`config.mk`:
```
export PLATFORM = sky130hd
export DESIGN_NAME = mul_seq_unit
export DESIGN_NICKNAME = d
export VERILOG_FILES = /design/src/rtl/mul_pkg.sv /design/src/rtl/mul_seq_unit.sv
export SDC_FILE = /design/constraint.sdc
export NUM_CORES = 1
export LEC_CHECK = 0
export ABC_AREA = 0
export CORE_MARGIN = 3
export CORE_UTILIZATION = 45
export DETAILED_ROUTE_END_ITERATION = 8
export GPL_TIMING_DRIVEN = 0
export PLACE_DENSITY = 0.64
export SLEW_MARGIN = 20
export SYNTH_ARGS = -nofsm -noshare
export SYNTH_HDL_FRONTEND = slang
export SYNTH_SLANG_ARGS = --single-unit
export TNS_END_PERCENT = 1
```
`constraint.sdc`:
```
create_clock -name clk -period 4.04 [get_ports clk]
set_input_delay 1.212 -clock clk [delete_from_list [all_inputs] [get_ports clk]]
set_output_delay 1.212 -clock clk [all_outputs]
set_load 0.02 [all_outputs]
```
`src/rtl/mul_pkg.sv`:
```
// Opcodes and FSM state encodings for the iterative multiplier.
// The opcodes are the same ones the ALU decoder uses.
package mul_pkg;

   localparam logic [2:0] OP_MUL   = 3'b101;
   localparam logic [2:0] OP_UMULL = 3'b110;
   localparam logic [2:0] OP_SMULL = 3'b111;

   typedef enum logic [1:0] {
      S_IDLE = 2'd0,
      S_CALC = 2'd1,
      S_FIX  = 2'd2,
      S_DONE = 2'd3
   } state_t;

   function automatic logic is_mul_op(input logic [2:0] op);
      return (op == OP_MUL) || (op == OP_UMULL) || (op == OP_SMULL);
   endfunction

endpackage

```
`src/rtl/mul_seq_unit.sv`:
```
// Shift-add multiplier: one partial product per cycle for WIDTH cycles, then a sign fix-up
// for SMULL, then a one-cycle done pulse with lo/hi halves and N/Z flags.
module mul_seq_unit
   import mul_pkg::*;
#(
   parameter int WIDTH = 32
) (
   input  logic             clk,
   input  logic             reset,
   input  logic             start,
   input  logic [2:0]       op,
   input  logic [WIDTH-1:0] a,
   input  logic [WIDTH-1:0] b,
   output logic             busy,
   output logic             done,
   output logic [WIDTH-1:0] result_lo,
   output logic [WIDTH-1:0] result_hi,
   output logic             flag_n,
   output logic             flag_z
);

   localparam int CW = (WIDTH > 1) ? $clog2(WIDTH) : 1;
   localparam logic [CW-1:0] CNT_LAST = CW'(WIDTH - 1);

   state_t               state_q, state_d;
   logic [2:0]           op_q, op_d;
   logic [2*WIDTH-1:0]   mcand_q, mcand_d;
   logic [WIDTH-1:0]     mplr_q, mplr_d;
   logic [2*WIDTH-1:0]   acc_q, acc_d;
   logic [CW-1:0]        cnt_q, cnt_d;
   logic                 neg_q, neg_d;
   logic [WIDTH-1:0]     result_lo_q, result_lo_d;
   logic [WIDTH-1:0]     result_hi_q, result_hi_d;
   logic                 flag_n_q, flag_n_d;
   logic                 flag_z_q, flag_z_d;

   logic                 is_smull;
   logic [WIDTH-1:0]     abs_a, abs_b;
   logic [2*WIDTH-1:0]   fixed;

   // Magnitudes are held unsigned, so the most negative operand maps onto itself correctly.
   assign is_smull = (op == OP_SMULL);
   assign abs_a    = (is_smull && a[WIDTH-1]) ? (~a + 1'b1) : a;
   assign abs_b    = (is_smull && b[WIDTH-1]) ? (~b + 1'b1) : b;
   assign fixed    = neg_q ? (~acc_q + 1'b1) : acc_q;

   always_comb begin
      state_d     = state_q;
      op_d        = op_q;
      mcand_d     = mcand_q;
      mplr_d      = mplr_q;
      acc_d       = acc_q;
      cnt_d       = cnt_q;
      neg_d       = neg_q;
      result_lo_d = result_lo_q;
      result_hi_d = result_hi_q;
      flag_n_d    = flag_n_q;
      flag_z_d    = flag_z_q;

      unique case (state_q)
         S_IDLE: begin
            if (start && is_mul_op(op)) begin
               state_d     = S_CALC;
               op_d        = op;
               mcand_d     = {{WIDTH{1'b0}}, abs_a};
               mplr_d      = abs_b;
               neg_d       = is_smull && (a[WIDTH-1] ^ b[WIDTH-1]);
               acc_d       = '0;
               cnt_d       = '0;
               result_lo_d = '0;
               result_hi_d = '0;
               flag_n_d    = 1'b0;
               flag_z_d    = 1'b0;
            end
         end
         S_CALC: begin
            // mcand_q is kept pre-shifted, equivalent to adding mcand << cnt.
            if (mplr_q[0]) begin
               acc_d = acc_q + mcand_q;
            end
            mcand_d = mcand_q << 1;
            mplr_d  = mplr_q >> 1;
            cnt_d   = cnt_q + 1'b1;
            if (cnt_q == CNT_LAST) begin
               state_d = S_FIX;
            end
         end
         S_FIX: begin
            acc_d       = fixed;
            result_lo_d = fixed[WIDTH-1:0];
            if (op_q == OP_MUL) begin
               result_hi_d = '0;
               flag_n_d    = fixed[WIDTH-1];
               flag_z_d    = (fixed[WIDTH-1:0] == '0);
            end else begin
               result_hi_d = fixed[2*WIDTH-1:WIDTH];
               flag_n_d    = fixed[2*WIDTH-1];
               flag_z_d    = (fixed == '0);
            end
            state_d = S_DONE;
         end
         S_DONE: begin
            state_d = S_IDLE;
         end
         default: begin
            state_d = S_IDLE;
         end
      endcase
   end

   always_ff @(posedge clk or negedge reset) begin
      if (!reset) begin
         state_q     <= S_IDLE;
         op_q        <= '0;
         mcand_q     <= '0;
         mplr_q      <= '0;
         acc_q       <= '0;
         cnt_q       <= '0;
         neg_q       <= 1'b0;
         result_lo_q <= '0;
         result_hi_q <= '0;
         flag_n_q    <= 1'b0;
         flag_z_q    <= 1'b0;
      end else begin
         state_q     <= state_d;
         op_q        <= op_d;
         mcand_q     <= mcand_d;
         mplr_q      <= mplr_d;
         acc_q       <= acc_d;
         cnt_q       <= cnt_d;
         neg_q       <= neg_d;
         result_lo_q <= result_lo_d;
         result_hi_q <= result_hi_d;
         flag_n_q    <= flag_n_d;
         flag_z_q    <= flag_z_d;
      end
   end

   assign busy      = (state_q != S_IDLE);
   assign done      = (state_q == S_DONE);
   assign result_lo = result_lo_q;
   assign result_hi = result_hi_q;
   assign flag_n    = flag_n_q;
   assign flag_z    = flag_z_q;

endmodule

```
==> results by group <==
Setup path
  • CP required: 4520 ps
  • Crit path max fanout: 8
  • Crit path launch type: register
  • Reg2Reg Depth: 11
  • Setup crit end kind: register
  • CP cell instances: clkbuf_1, nor2_1, nand4_1, nor4_2, nor4b_1, a21oi_1, xnor2_1, nand3_1, nor4_1, a21boi_1, o21ai_1
  • Crit-path max cell delay: 550 ps
  • Crit path kind: reg2reg
  • CP Buf/Inv Count: 1
  • Slowest cell on the critical path: nor4b_1
  • Worst EP arrival: 4400 ps
  • Cell family with most CP delay: simple AND/OR/NAND/NOR gates
  • CP Depth: 11

Drt
  • Iter 0 DRT Violations: 1403
  • DRC viols: 0
  • DR vias: 16423
  • Drt pass-1 iters: 5
  • Drt total wl: 57600 µm
  • Final ANT Viol Nets: 0
  • Vias per cell: 6.09
  • DR WL/cell: 21.4 µm

CTS
  • Clock Sinks: 237
  • CTS buffer count: 27
  • Clock transition at the registers of the reported paths: 60 ps
  • CTS Root Cell: clkbuf_16
  • Worst-Skew Late Latency: 560 ps
  • Post-CTS Setup Bufs: 0
  • Cts hold-fix bufs: 0
  • TritonCTS clock tree: yes
  • CTS Buffer Depth: 3
  • Htree depth: 1

Global routing
  • Vias in the first global route: 15405
  • Total GRT Usage: 0.289
  • Initial antenna violation count: 1
  • Largest net degree at the start of global routing: 95
  • GRT Residual Overflow: 0
  • First-pass GRT wire length: 89300 µm

Synth
  • Mapped Cells: 2048
  • Seq/Total Area, Yosys: 0.355
  • Netlist cell types: 83
  • Syn Nets: 2192
  • Synth Cell Area: 0.0167 mm²
  • Yosys warnings: 0
  • Most common flop cell mapped by yosys: dfrtp_1
  • Post-synth EDFFs: 0
  • Mean Syn Cell Area: 8.17 µm²
  • Post-synth ARST share: 1.00
  • Synth Register Bits: 237

Placed design
  • Gpl congestion: 0.960
  • DP Area: 0.0187 mm²
  • Port buffer count: 137
  • Post-detail-place hpwl: 45900 µm

Timing
  • Slew margin rel.: 0.346
  • Unrepaired setup endpoints after global routing: true
  • Min Clock Period, post-route: 3920 ps
  • Worst-Margin Slew: 981 ps
  • Slew Limit Fails: 0
  • Max frequency: 0.255 GHz
  • Hold Vio Cnt, Final: 0
  • Clock Skew: 13.9 ps
  • Final period utilization: 0.970
  • Worst hold slack: 474 ps
  • Final number of setup-violating endpoints: 0
  • Final TNS setup: 0 ps

Layout
  • Area growth syn-to-layout: 18.0%
  • Most frequent cells in the layout: nand2_1 (281), o21ai_0 (249), dfrtp_1 (235)
  • Antenna Cells: 0
  • NumNets Final: 2360
  • Share of cells above drive strength 1: 0.0515
  • Final Cell Area: 0.0197 mm²
  • Core Util, Final: 0.547
  • Most common cell after layout, fill and taps aside: nand2_1

Floorplan
  • Die height: 199 µm
  • DIE AREA: 0.0395 mm²
  • Core region area: 0.0361 mm²
  • Die width: 199 µm
  • IO Pins: 138
  • Row cnt: 69
  • Starting Density: 0.463

Pwr
  • Comb power frac: 0.600
  • Pwr dens: 831 mW/mm²
  • Internal power: 7890 µW
  • Sw frac: 0.519
  • Sequential share of power: 0.252
  • VDD IR max: 0.575 mV
  • Net switching power of the design: 8510 µW
  • Leak: 0.00830 µW
  • Clk pwr share: 0.148

Hold path
  • Type of the worst min-delay path: reg2reg
  • Min-Delay Path Depth: 2

Status
  • Status: completed

Flow run
  • Max-cap violations: 0
[layer usage]
metal  track usage  vias to the layer above  wire, µm  part of all wire
met5             0                        -         0                 0
met4        0.0783                        0      1420             0.025
met3        0.0432                       80      4430             0.077
met2         0.429                      667     24300              0.42
met1         0.439                     7877     27500              0.48
li1              -                     7799         -                 -
[metrics by stage]
stage / instances / worst slack [ps] / power [µW]
final: 2696 / 121 / 16400
after global routing: 2696 / -58.3 / 17500
after CTS: 2696 / -35.5 / 16200
after detailed placement: 2648 / -735 / 13700
after global placement: 2646 / -8480 / 13600
after floorplan: 2048 / 573 / 10200
[final cells by class]
| cell class | instances | area, µm² |
|---|---|---|
| clock buffers | 34 | 732 |
| multi-input cells | 1639 | 10200 |
| fillers | 3432 | 16400 |
| well taps | 461 | 577 |
| flip-flops and latches | 237 | 5930 |
| plain buffers | 125 | 522 |
| clock inverters | 14 | 131 |
| repair buffers | 139 | 1430 |
| inverters | 47 | 176 |
[worst min-delay path, cell delays in order, from the launching register on]
cell and delay (ps):
dfrtp_1 340, nand2_1 50, o21ai_0 60
[Yosys cell counts, drive strengths merged, types with 8 or more instances]
master  instances  share of area
o21ai         252          0.075
dfrtp         237           0.35
nor2          150          0.034
o31ai          36          0.018
nor4           27          0.013
xor2           89          0.047
nand2b         10         0.0037
clkbuf        104          0.023
o41ai          13         0.0068
inv            47          0.011
a21o           27          0.012
nand3          35          0.010
a211oi          8         0.0036
and3           13         0.0049
or3            30          0.011
a22o           54          0.028
a22oi          13         0.0058
nand4          36          0.014
buf            21         0.0077
or4            15         0.0070
o21a           11         0.0049
a21oi         189          0.057
o221ai         18         0.0094
a31oi          19         0.0071
xnor2          72          0.038
nor3           42          0.014
o21bai         17         0.0076
and2            9         0.0034
ha             73          0.055
nand2         285          0.065
[state kept, by name, indices dropped and copies added (netlist names)]
name / cells
result_lo: 32
flag_z: 1
acc_q: 64
flag_n: 1
result_hi: 32
mcand_q: 64
cnt_q: 5
op_q: 3
mplr_q: 32
state_q: 2
neg_q: 1
[power by group through the flow]
stage                     logic (µW)  clock network (µW)  registers, µW
final                           9850                2420           4130
after global routing           10700                2560           4220
after detailed placement        9570                   0           4120
after CTS                       9610                2460           4080
after global placement          9470                   0           4100
after floorplan                 6140                   0           4070
[cell families (layout without fill, tap and decap cells)]
group | after synthesis | after routing | synth area share
buffers and inverters | 172 | 359 | 0.0416
flip-flops | 237 | 237 | 0.355
multiplexers | 12 | 12 | 0.00756
AND/OR/NAND/NOR | 676 | 676 | 0.190
XOR/XNOR | 161 | 161 | 0.0848
adder cells (fa/ha/maj) | 74 | 74 | 0.0558
AO/OA/AOI/OAI | 716 | 716 | 0.265
[worst paths after layout]
kind | start | to | slack, ps
max | acc_q[12] | flag_z | 120
min | result_hi[12] | result_hi[12] | 470
max reg2reg | acc_q[12] | flag_z | 120
min reg2reg | result_hi[12] | result_hi[12] | 470
max in group asynchronous | reset | result_hi[28] | 2160
min in group asynchronous | reset | mcand_q[7] | 620
[repair_timing]
| item | 4_1_cts | 5_1_grt |
|---|---|---|
| setup endpoints to repair | 16 | 45 |
| resized for setup | 11 | 21 |
| pin swaps | 0 | 2 |
(Power assumes the default switching activity.)
==> edit 1 (same settings) <==
The parameter `WIDTH` goes from 32 to 16.
--- a/src/rtl/mul_seq_unit.sv
+++ b/src/rtl/mul_seq_unit.sv
@@ -5,3 +5,3 @@
 #(
-   parameter int WIDTH = 32
+   parameter int WIDTH = 16
 ) (
Interface: changed (resized a, b, result_hi and result_lo); port bits go from 138 to 74. The function was not compared with the original's and may differ.
==> edit 1 against the unedited design <==
  * Total power decreased by 51%
  * Design area shrank 51%
  * Highest routed layer unchanged
  * Register-to-register slack better by 0.24 ns
  * Worst setup slack improved by 0.23 ns
  * Cell count shrank 53%
  * Synthesized cell count is 55% lower
  * Synthesized area is 52% lower
  * Sequential cell count down 113
  * Sequential power shrank 49%
  * Routed wire length is 63% lower
==> edit 1: results (changes against the unedited design) <==
| Metric | Value |
|---|---|
| Met1 wire length | 10240 um (-63%) |
| Hold path startpoint | op_q[2]$_DFFE_PN0P_ |
| Clk. pwr | 1.61 mW (-33%) |
| Post-synthesis sequential area ratio | 38.56% (+3.1 points) |
| Power Sequential | 2.12 mW (-49%) |
| Max clock buf depth | 2 (-1) |
| Final WL | 21480 um (-63%) |
| H-tree depth | 4 (+3) |
| Status | finished clean |
| Worst setup startpoint | op[0] |
| Inverter count | 22 (-53%) |
| Inst Count DP | 1228 (-54%) |
| Int Power | 4.346 mW (-45%) |
| Clk_skew | 0.007732 ns (-0.006160 ns) |
| First-pass GRT wire length | 35540 um (-60%) |
| Worst Hold End | op_q[2]$_DFFE_PN0P_ |
| Fill count | 1639 (-52%) |
| Non-CTS buffers | 119 (-55%) |
| Synthesized instance count | 929 (-55%) |
| WHS Path Cells | 1 (-1) |
| Synth cell types | 64 (-23%) |
| Peak supply drop | 438.9 uV (-24%) |
| CP arrival | 3.97 ns (-0.43 ns) |
| HPWL after DPL | 16470 um (-64%) |
| Initial antenna violation count | 0 (-1) |
| Clock buffers | 20 (-41%) |
| Flop-to-flop setup slack | 0.36 ns (+0.24 ns) |
| Clock network area share | 6.423% (+2.0 points) |
| WL met2 | 9402 um (-61%) |
| Non-clock buffers, area share | 9.679% (-0.22 points) |
| Reg area | 3103 um2 (-48%) |
| Pleak | 4.295 nW (-48%) |
| 1st-iter DRT viols | 429 (-69%) |
| Cell area after layout | 9721 um2 (-51%) |
| Later-pin clock latency in the skew report | 0.42 ns (-0.14 ns) |
| Reg2reg path depth | 12 (+1) |
| Port bufs | 73 (-47%) |
| CP max-delay cell | o211ai_1 |
| Largest net degree at the start of global routing | 80 (-16%) |
| CP max stage delay | 0.52 ns (-0.03 ns) |
| Multi-input combinational area share | 48.23% (-3.6 points) |
| Nets | 1101 (-53%) |
| Multi-input gates | 738 (-55%) |
## edit 1: changes by cell type after synthesis, moves of 22 or more
cell / unedited run / this run
nand2_1: 283 / 134
o21ai_0: 250 / 113
dfrtp_1: 237 / 124
a21oi_1: 189 / 78
nor2_1: 150 / 56
clkbuf_1: 104 / 40
xor2_1: 88 / 47
xnor2_1: 72 / 37
ha_1: 73 / 40
nor3_1: 39 / 9
a22o_1: 54 / 27
nand4_1: 35 / 8
inv_1: 47 / 21
nand3_1: 35 / 13
## edit 1: logic make-up after synthesis
family,count (synthesis),synth area share (%)
xor+xnor,84,9.142
buf+inv,67,3.234
mux,6,0.7929
compound gates,325,25.84
simple gates,282,15.97
flops,124,38.56
fa+ha+maj,41,6.468
## edit 1: worst max-delay path, delay by kind of cell
family,cells,cell delay (ns)
compound gates,3,0.78
buf+inv,3,1.11
simple gates,4,0.86
==> edit 2 (same flow settings) <==
Made on the original files. The 4 states of `state_t` get a Gray code encoding in 2 bits.
--- a/src/rtl/mul_pkg.sv
+++ b/src/rtl/mul_pkg.sv
@@ -9,6 +9,6 @@
    typedef enum logic [1:0] {
-      S_IDLE = 2'd0,
-      S_CALC = 2'd1,
-      S_FIX  = 2'd2,
-      S_DONE = 2'd3
+      S_IDLE = 2'b00,
+      S_CALC = 2'b01,
+      S_FIX  = 2'b11,
+      S_DONE = 2'b10
    } state_t;
Behaviour: no difference found for any inputs over 10 cycles, from zero or initial values and one cycle with reset low; not proved beyond that.
==> edit 2 against the unedited design <==
  * Via count down 3.5%
  * Critical path type is now flip-flop to primary output
  * Clock power increased by 4%
  * Clock skew is 0.00090 ns lower
  * Worst setup slack worse by 0.10 ns
  * Highest routed layer unchanged
  * Design area fell by 2.1%
  * Combinational power decreased by 2.3%
  * Total power is 1.1% higher
  * Routed wire length is essentially flat
  * Hold slack lost 0.00079 ns
  * Sequential power rose by 7.3%
  * Critical path depth down 6
  * Sequential cell count unchanged
  * Cell count is 4.0% lower
  * Synthesized area decreased by 2.2%
==> edit 2: results (changes against the unedited design) <==
| Metric | Value |
|---|---|
| Status | finished clean |
| H-tree depth | 1 (unchanged) |
| Reg2reg start | acc_q[3]$_DFFE_PN0P_ |
| Pwr/cell area | 858.1 nW/um2 (+3.2%) |
| Final hold slack | 0.4736 ns (-0.0007930 ns) |
| Post-synthesis sequential area ratio | 36.26% (+0.79 points) |
| Inst Count DP | 2540 (-4.1%) |
| Later-pin clock latency in the skew report | 0.56 ns (about the same) |
| Worst setup startpoint | state_q[1]$_DFFE_PN0P_ |
| Wire per inst | 22.27 um (+4.2%) |
| Largest family of logic cells by synthesized area | compound AO/OA/AOI/OAI gates |
| Hold path startpoint | op_q[1]$_DFFE_PN0P_ |
| Pleak | 8.103 nW (-2.4%) |
| Flop-to-flop setup slack | 0.09 ns (-0.03 ns) |
| Vias in the first global route | 14827 (-3.8%) |
| Fill count | 3440 (+0.23%) |
| CP arrival | 2.81 ns (-1.59 ns) |
| Drt via density | 6.124 (+0.53%) |
| WHS Path Cells | 2 (unchanged) |
| DP Area | 18370 um2 (-2.0%) |
| Layout cells sized above 1 | 4.610% (-0.54 points) |
| Top post-synthesis cells by area | dfrtp_1 36%, o21ai_0 6.7%, xor2_1 5.3% |
| Adder-cell share of the synthesized area | 5.324% (-0.26 points) |
| Max transition margin | 28.09% (-6.5 points) |
| Largest net degree at the start of global routing | 99 (+4.2%) |
| Worst Hold End | op_q[1]$_DFFE_PN0P_ |
| Crit path max fanout | 10 (+2) |
| Post-synthesis mux area share | 0.3366% (-0.42 points) |
| Top cells by count, synth | 237 x dfrtp_1, 220 x o21ai_0, 191 x nand2_1 |
| Peak supply drop | 473.7 uV (-18%) |
| Post-place setup slack | -1.178 ns (-0.4424 ns) |
| CTS clk-pin slew, worst paths | 0.06 ns (about the same) |
| Nets | 2246 (-4.8%) |
| Sequential Power Share | 26.7% (+1.5 points) |
| Final worst path period share | 99.57% (+2.6 points) |
| Post-Synth XOR/XNOR Area | 9.478% (+1.0 points) |
| Synth cell types | 72 (-13%) |
| CP Capture Point | done |
| NetSw | 8.379 mW (-1.5%) |
| Syn Nets | 2079 (-5.2%) |
| Overall Global Routing Usage | 29.03% (+0.15 points) |
| 1st-iter DRT viols | 1394 (-0.64%) |
| Clk_skew | 0.01300 ns (-0.0008962 ns) |
| Initial antenna violation count | 0 (-1) |
| Non-Filler Instances | 2587 (-4.0%) |
| Clock group share of total power | 15.2% (+0.4 points) |
| Syn Area/Cell | 8.431 um2 (+3.3%) |
| First-pass GRT wire length | 88170 um (-1.3%) |
| Synth Area in Compound Gates | 26.88% (+0.33 points) |
| 1st-pass router iterations | 6 (+1) |
| HPWL after DPL | 45200 um (-1.5%) |
| Placer Congestion | 0.9905 (+3.2%) |
| Asr flop ratio synth | 100.0% (unchanged) |
| TritonCTS Buffers | 27 (unchanged) |
| Synth warnings | 0 (unchanged) |
| # resized after CTS | 10 (-1) |
-- edit 2: critical path: stages, from the launching register on --
cell             delay [ns]
dfrtp_1                0.32
clkbuf_1               0.34
buf_2                  0.40
clkbuf_4               0.37
nor2b_1                0.17
clkdlybuf4s50_1        0.64
-- edit 2: final cells by class --
class / count / area [um2] / area share, %
multi-input cells: 1525 / 9793 / 50.71
flip-flops and latches: 237 / 5931 / 30.71
repair buffers: 139 / 1431 / 7.411
clock buffers: 39 / 760.7 / 3.939
well taps: 461 / 576.8 / 2.987
plain buffers: 136 / 540.5 / 2.799
inverters: 41 / 153.9 / 0.7968
clock inverters: 9 / 126.4 / 0.6543
-- edit 2: layer usage --
layer,up-vias,wire (um),track usage (%),part of all wire (%)
met2,600,25200,45.22,44
met5,-,0,0,0
met1,7706,26780,42.95,46
met4,0,1320,6.600,2.3
met3,79,4315,4.359,7.5
li1,7457,-,-,-
